**src/rtl/ui_input_controller_pkg.sv**
```systemverilog
// Shared definitions for the UI input controller: register map, CTRL bit layout
// and the per-device ready/overrun/ie status update rule.
package ui_input_controller_pkg;

  localparam logic [1:0] UI_KDATA = 2'd0;
  localparam logic [1:0] UI_KCTRL = 2'd1;
  localparam logic [1:0] UI_SDATA = 2'd2;
  localparam logic [1:0] UI_SCTRL = 2'd3;

  localparam int unsigned CTRL_READY = 0;
  localparam int unsigned CTRL_OVR   = 2;
  localparam int unsigned CTRL_IE    = 4;

  localparam int unsigned NUM_KEYS = 4;
  localparam int unsigned NUM_SW   = 10;

  typedef struct packed {
    logic ready;
    logic ovr;
    logic ie;
  } ctrl_t;

  function automatic logic [4:0] ctrl_word(input ctrl_t c);
    logic [4:0] w;
    w             = '0;
    w[CTRL_READY] = c.ready;
    w[CTRL_OVR]   = c.ovr;
    w[CTRL_IE]    = c.ie;
    return w;
  endfunction

  // The CTRL write lands first; the event rules then see the written overrun.
  function automatic ctrl_t next_ctrl(input ctrl_t cur, input logic wr, input logic wr_ovr,
                                      input logic wr_ie, input logic rd, input logic evt);
    ctrl_t n;
    n = cur;
    if (wr) begin
      if (!wr_ovr) n.ovr = 1'b0;
      n.ie = wr_ie;
    end
    if (evt && !rd) begin
      n.ready = 1'b1;
      if (cur.ready) n.ovr = 1'b1;
    end else if (rd && !evt) begin
      n.ready = 1'b0;
    end
    return n;
  endfunction

endpackage

```
**src/rtl/ui_debounce_bit.sv**
```systemverilog
// Single-bit two-flop synchroniser plus debouncer; changed pulses in the cycle
// the new value is accepted into stable.
module ui_debounce_bit #(
  parameter int unsigned DEBOUNCE_CYCLES = 20000,
  parameter int unsigned CNT_BITS        = 15,
  parameter logic        RESET_VAL       = 1'b0
) (
  input  logic clk,
  input  logic reset,
  input  logic raw,
  output logic stable,
  output logic changed
);

  localparam logic [CNT_BITS-1:0] CntMax = CNT_BITS'(DEBOUNCE_CYCLES - 1);

  logic                sync1_q, sync2_q;
  logic                stable_q, stable_d;
  logic [CNT_BITS-1:0] cnt_q, cnt_d;

  always_comb begin
    stable_d = stable_q;
    cnt_d    = cnt_q;
    changed  = 1'b0;
    if (sync2_q == stable_q) begin
      cnt_d = '0;
    end else if (cnt_q == CntMax) begin
      stable_d = sync2_q;
      cnt_d    = '0;
      changed  = 1'b1;
    end else begin
      cnt_d = cnt_q + CNT_BITS'(1);
    end
  end

  // Synchroniser also resets to the idle level so no stale edge survives reset.
  always_ff @(posedge clk) begin
    if (reset) begin
      sync1_q  <= RESET_VAL;
      sync2_q  <= RESET_VAL;
      stable_q <= RESET_VAL;
      cnt_q    <= '0;
    end else begin
      sync1_q  <= raw;
      sync2_q  <= sync1_q;
      stable_q <= stable_d;
      cnt_q    <= cnt_d;
    end
  end

  assign stable = stable_q;

endmodule

```
**src/rtl/ui_input_controller.sv**
```systemverilog
// Memory-mapped KEYS/SWITCHES input device: debounced data registers, sticky
// ready/overrun status per device and a registered interrupt request.
module ui_input_controller
  import ui_input_controller_pkg::*;
#(
  parameter int unsigned DBITS           = 32,
  parameter int unsigned DEBOUNCE_CYCLES = 20000,
  parameter int unsigned CNT_BITS        = 15
) (
  input  logic             clk,
  input  logic             reset,
  input  logic [1:0]       addr,
  input  logic             rdEn,
  input  logic             wrtEn,
  input  logic [DBITS-1:0] in,
  output logic [DBITS-1:0] out,
  input  logic [3:0]       KEYS,
  input  logic [9:0]       SWITCHES,
  output logic             intr
);

  logic [NUM_KEYS-1:0] key_stable, key_chg;
  logic [NUM_SW-1:0]   sw_stable, sw_chg;

  for (genvar i = 0; i < NUM_KEYS; i++) begin : g_key
    ui_debounce_bit #(
      .DEBOUNCE_CYCLES(DEBOUNCE_CYCLES),
      .CNT_BITS       (CNT_BITS),
      .RESET_VAL      (1'b1)
    ) u_db (
      .clk    (clk),
      .reset  (reset),
      .raw    (KEYS[i]),
      .stable (key_stable[i]),
      .changed(key_chg[i])
    );
  end

  for (genvar i = 0; i < NUM_SW; i++) begin : g_sw
    ui_debounce_bit #(
      .DEBOUNCE_CYCLES(DEBOUNCE_CYCLES),
      .CNT_BITS       (CNT_BITS),
      .RESET_VAL      (1'b0)
    ) u_db (
      .clk    (clk),
      .reset  (reset),
      .raw    (SWITCHES[i]),
      .stable (sw_stable[i]),
      .changed(sw_chg[i])
    );
  end

  ctrl_t kctrl_q, kctrl_d, sctrl_q, sctrl_d;
  logic  intr_q;
  logic  k_rd, k_wr, s_rd, s_wr;

  assign k_rd = rdEn && (addr == UI_KDATA);
  assign s_rd = rdEn && (addr == UI_SDATA);
  assign k_wr = wrtEn && (addr == UI_KCTRL);
  assign s_wr = wrtEn && (addr == UI_SCTRL);

  always_comb begin
    kctrl_d = next_ctrl(kctrl_q, k_wr, in[CTRL_OVR], in[CTRL_IE], k_rd, |key_chg);
    sctrl_d = next_ctrl(sctrl_q, s_wr, in[CTRL_OVR], in[CTRL_IE], s_rd, |sw_chg);
  end

  always_ff @(posedge clk) begin
    if (reset) begin
      kctrl_q <= '0;
      sctrl_q <= '0;
      intr_q  <= 1'b0;
    end else begin
      kctrl_q <= kctrl_d;
      sctrl_q <= sctrl_d;
      intr_q  <= (kctrl_q.ready & kctrl_q.ie) | (sctrl_q.ready & sctrl_q.ie);
    end
  end

  assign intr = intr_q;

  // Read data reflects current register contents, i.e. the pre-update value.
  always_comb begin
    out = '0;
    case (addr)
      UI_KDATA: out[NUM_KEYS-1:0] = ~key_stable;
      UI_KCTRL: out[4:0]          = ctrl_word(kctrl_q);
      UI_SDATA: out[NUM_SW-1:0]   = sw_stable;
      UI_SCTRL: out[4:0]          = ctrl_word(sctrl_q);
      default:  out               = '0;
    endcase
  end

  logic unused_in;
  assign unused_in = ^{in[DBITS-1:5], in[3], in[1:0]};

endmodule

```
**config.mk**
```make
export PLATFORM = sky130hd
export DESIGN_NAME = ui_input_controller
export DESIGN_NICKNAME = d
export VERILOG_FILES = /design/src/rtl/ui_input_controller_pkg.sv /design/src/rtl/ui_debounce_bit.sv /design/src/rtl/ui_input_controller.sv
export SDC_FILE = /design/constraint.sdc
export NUM_CORES = 1
export LEC_CHECK = 0
export ABC_AREA = 1
export BUFFER_PORTS_ARGS = -buffer_cell sky130_fd_sc_hd__buf_4
export CORE_MARGIN = 2
export CORE_UTILIZATION = 30
export DETAILED_ROUTE_END_ITERATION = 8
export SYNTH_ARGS = -nofsm -noshare
export SYNTH_HDL_FRONTEND = slang
export SYNTH_SLANG_ARGS = --single-unit
```
**constraint.sdc**
```tcl
create_clock -name clk -period 2.3 [get_ports clk]
set_clock_uncertainty 0.05 [all_clocks]
set_input_delay 0.345 -clock clk [delete_from_list [all_inputs] [get_ports clk]]
set_output_delay 0.345 -clock clk [all_outputs]
set_load 0.01 [all_outputs]
```
==> impl_metrics.py <==
metrics = {
    "setup_path": {
        "crit_required_ps": 1900,
        "critPathArrivalTime_ps": 1650,
        "cp-startpoint": "g_sw[0].u_db.stable",
        "crit_fanout": 2,
        "rr_startpoint": "g_sw[9].u_db.cnt_q[0]",
        "worstSetupStartpointType": "register",
        "critical_path_class": "reg2out",
        "crit_path_end_kind": "output port",
    },
    "sta": {
        "finalHoldViolCount": 0,
        "period_minus_slack_ps": 2050,
        "maxSlewHeadroom_pct": 62.6,
        "setup_violations": 0,
        "setup_slack_ps": 251,
        "whs_ps": 45.2,
        "rsz0062_at_grt": "no",
        "slew_viol_final": 0,
        "period_share_pct": 89.1,
        "fin_setup_tns_ps": 0,
        "max_slew.worst_pin.slew_ps": 556,
        "max_freq_mhz": 488,
    },
    "floorplan": {
        "floorplan.die.width_um": 206,
        "io-pin-count": 85,
        "start_util_pct": 30.2,
        "fp.coreArea_um2": 40600,
        "fp.dieH_um": 206,
        "die_area_um2": 42600,
        "fp-row-count": 74,
    },
    "cells_and_area": {
        "finalNetCount": 1808,
        "drive_above_1_share_pct": 9.82,
        "area_growth_pct": 15.6,
        "final_cell_area_um2": 14200,
    },
    "pwr": {
        "powerDensity_nw_per_um2": 700,
        "p_leak_nw": 4.97,
        "vdd_ir_drop_max_mv": 0.712,
    },
    "synth": {
        "synth.cell_area_um2": 12300,
        "synth_area_per_cell_um2": 7.31,
        "yosys.cell_types.count": 43,
        "synthCells": 1681,
        "synth_ff_type": "dfxtp_1",
        "synth_seq_area_share_pct": 42.2,
        "synth_edf_count": 0,
        "ys_ff_latch": 259,
        "synth_warnings": 0,
        "async_reset_ff_share_pct": 0,
    },
    "routing": {
        "antenna_left": 0,
        "drt_pass1_iterations": 5,
        "routedWlPerCell_um": 10.5,
        "drcViolationCount": 0,
        "wirelength_um": 24000,
        "via_count": 10200,
        "drtIter0Drc": 432,
        "drt-vias-per-instance": 4.43,
    },
    "worst_hold_path": {
        "worstHoldStart": "in[4]",
        "hp-class": "in2reg",
    },
    "grt": {
        "grt_use_met3_pct": 1.75,
        "grt_pass1_wl_um": 41500,
        "grt_pass1_vias": 9395,
        "grt.overflow.total": 0,
        "grtUsageMet1_pct": 14.9,
        "grt_busiest_layer": "met2",
        "grt_use_met2_pct": 19.8,
        "grtUsageTotal_pct": 11.5,
        "grt_max_degree": 27,
        "antenna_found_initial": 0,
    },
    "outcome": {
        "outcome": "complete, no violations",
    },
    "clocking": {
        "cts_resized": 0,
        "postCtsSetupBuffers": 0,
        "cts_sinks": 259,
        "tritoncts": "done",
        "hold_buffers": 14,
        "numCtsBuffers": 29,
        "cts_root_buf": "clkbuf_16",
        "worstSkewPairLatency_ps": 540,
        "h-tree-depth": 1,
        "clk_pin_slew_worst_paths_ps": 60,
        "clockBufferDepth": 3,
    },
    "placement": {
        "place_ws_ps": 360,
        "port_buffers": 32,
        "gp_congestion": 0.814,
        "placed_cell_area_um2": 13000,
        "dp_hpwl_um": 17800,
    },
    "job": {
        "cap_violations": 0,
    },
}
-- cells in the mapped netlist (4+ instances only) --
library cell  number  area [um^2]
nor2_1           272         1020
buf_4             28          210
or2_1              5         31.3
nor3_1            73          365
o21ai_1            5         25.0
o21ai_0           24          120
nor2_2            10         62.6
nand4_1           34          213
xor2_1            59          517
inv_1            222          833
clkbuf_1           4         15.0
a21oi_1           96          480
inv_2              5         18.8
nand2_2           10         62.6
nand3_2            9         90.1
nor3_2            12          120
or2_0              9         56.3
nand3_4            9          158
nand2_1          311         1170
o21a_1             4         30.0
a21oi_2            4         35.0
nand3b_1           8         60.1
ha_1              16          200
xnor2_1           15          131
nor3b_1            4         30.0
nor2_4             8         90.1
nand3_1          122          611
buf_6              8         90.1
or2_2             13         81.3
dfxtp_1          259         5180
-- layout make-up --
class / count / area [um^2]
diodes: 1 / 2.50
clock buffers: 33 / 781
clock inverters: 20 / 320
fillers: 4210 / 26400
inverters: 227 / 852
multi-input cells: 1172 / 5990
flip-flops and latches: 259 / 5180
well taps: 532 / 666
repair buffers: 51 / 418
-- through the flow --
| step | util [%] | total power [W] | instances |
|---|---|---|---|
| floorplan | - | 0.00479 | 1702 |
| global placement | 31.9 | 0.00482 | 2227 |
| detailed placement | 31.9 | 0.00483 | 2227 |
| CTS | 35.0 | 0.0101 | 2294 |
| global route | 35.0 | 0.0103 | 2294 |
| finish | 35.0 | 0.00995 | 2295 |
-- cells in the final DEF, fill, tap and decap left out, types with 4 or more instances in the layout --
cell type	Yosys	layout
nor3_2	12	12
clkbuf_8	0	4
nand2_1	311	311
a21oi_1	96	96
bufinv_16	0	8
o21ai_1	5	5
xnor2_1	15	15
dlygate4sd3_1	0	14
inv_2	5	5
clkinv_2	0	6
or2_1	5	5
buf_4	28	37
nand3_2	9	9
nor3_1	73	73
or2_2	13	13
o21a_1	4	4
inv_1	222	222
nand2_2	10	10
nor2_1	272	272
conb_1	1	22
nor2_2	10	10
clkbuf_16	0	29
nand4_1	34	34
nand3_4	9	9
o21ai_0	24	24
dfxtp_1	259	259
a21oi_2	4	4
nand3b_1	8	8
nand3_1	122	122
ha_1	16	16
nor3b_1	4	4
or2_0	9	9
xor2_1	59	59
clkinv_4	0	4
nor2_4	8	8
-- where the power goes --
group,total [W],switching [W],internal [W]
registers,0.00454,0.0000184,0.00452
clock network,0.00520,0.00187,0.00333
logic,0.000202,0.000126,0.0000764
-- path summary, 6_finish.rpt --
path                            slack [ps]                   end  cells past startpoint
worst max-delay path                   250                out[0]                      5
worst min-delay path                    50            kctrl_q[0]                      3
worst max register to register         360            sctrl_q[2]                     10
worst min register to register         350  g_sw[8].u_db.sync2_q                      2
-- layer usage --
metal / up-vias / share of wire [%]
li1: 5441 / -
met1: 4590 / 49
met2: 101 / 46
met3: 26 / 3.0
met4: 0 / 1.8
met5: - / 0
-- worst max-delay path, cell delays in order (launching register included) --
cell and delay, ps:
dfxtp_1 320, inv_1 100, o21ai_0 90, a21oi_1 170, o21ai_0 220, buf_4 210
-- logic make-up (layout without fill, tap and decap cells) --
kind of cell               count (synthesis)  in the layout  synth area share, %
buffers and inverters                    271            331                 9.74
AOI/OAI and AO/OA                        145            145                 6.31
DFF                                      259            259                 42.2
adders and majority gates                 16             16                 1.63
and+or+nand+nor                          915            915                 34.8
xor gates and xnor gates                  74             74                 5.27
other                                      1             23               0.0305
-- sequential cells by signal, indices dropped and copies added, names as in the netlist, 3 cells and up --
signal	cells
g_key.u_db.sync1_q	4
g_sw.u_db.sync1_q	10
g_key.u_db.stable	4
g_key.u_db.sync2_q	4
g_sw.u_db.cnt_q	150
sctrl_q	3
g_sw.u_db.stable	10
kctrl_q	3
g_sw.u_db.sync2_q	10
g_key.u_db.cnt_q	60
No activity file was read; power rests on OpenSTA's default activity.
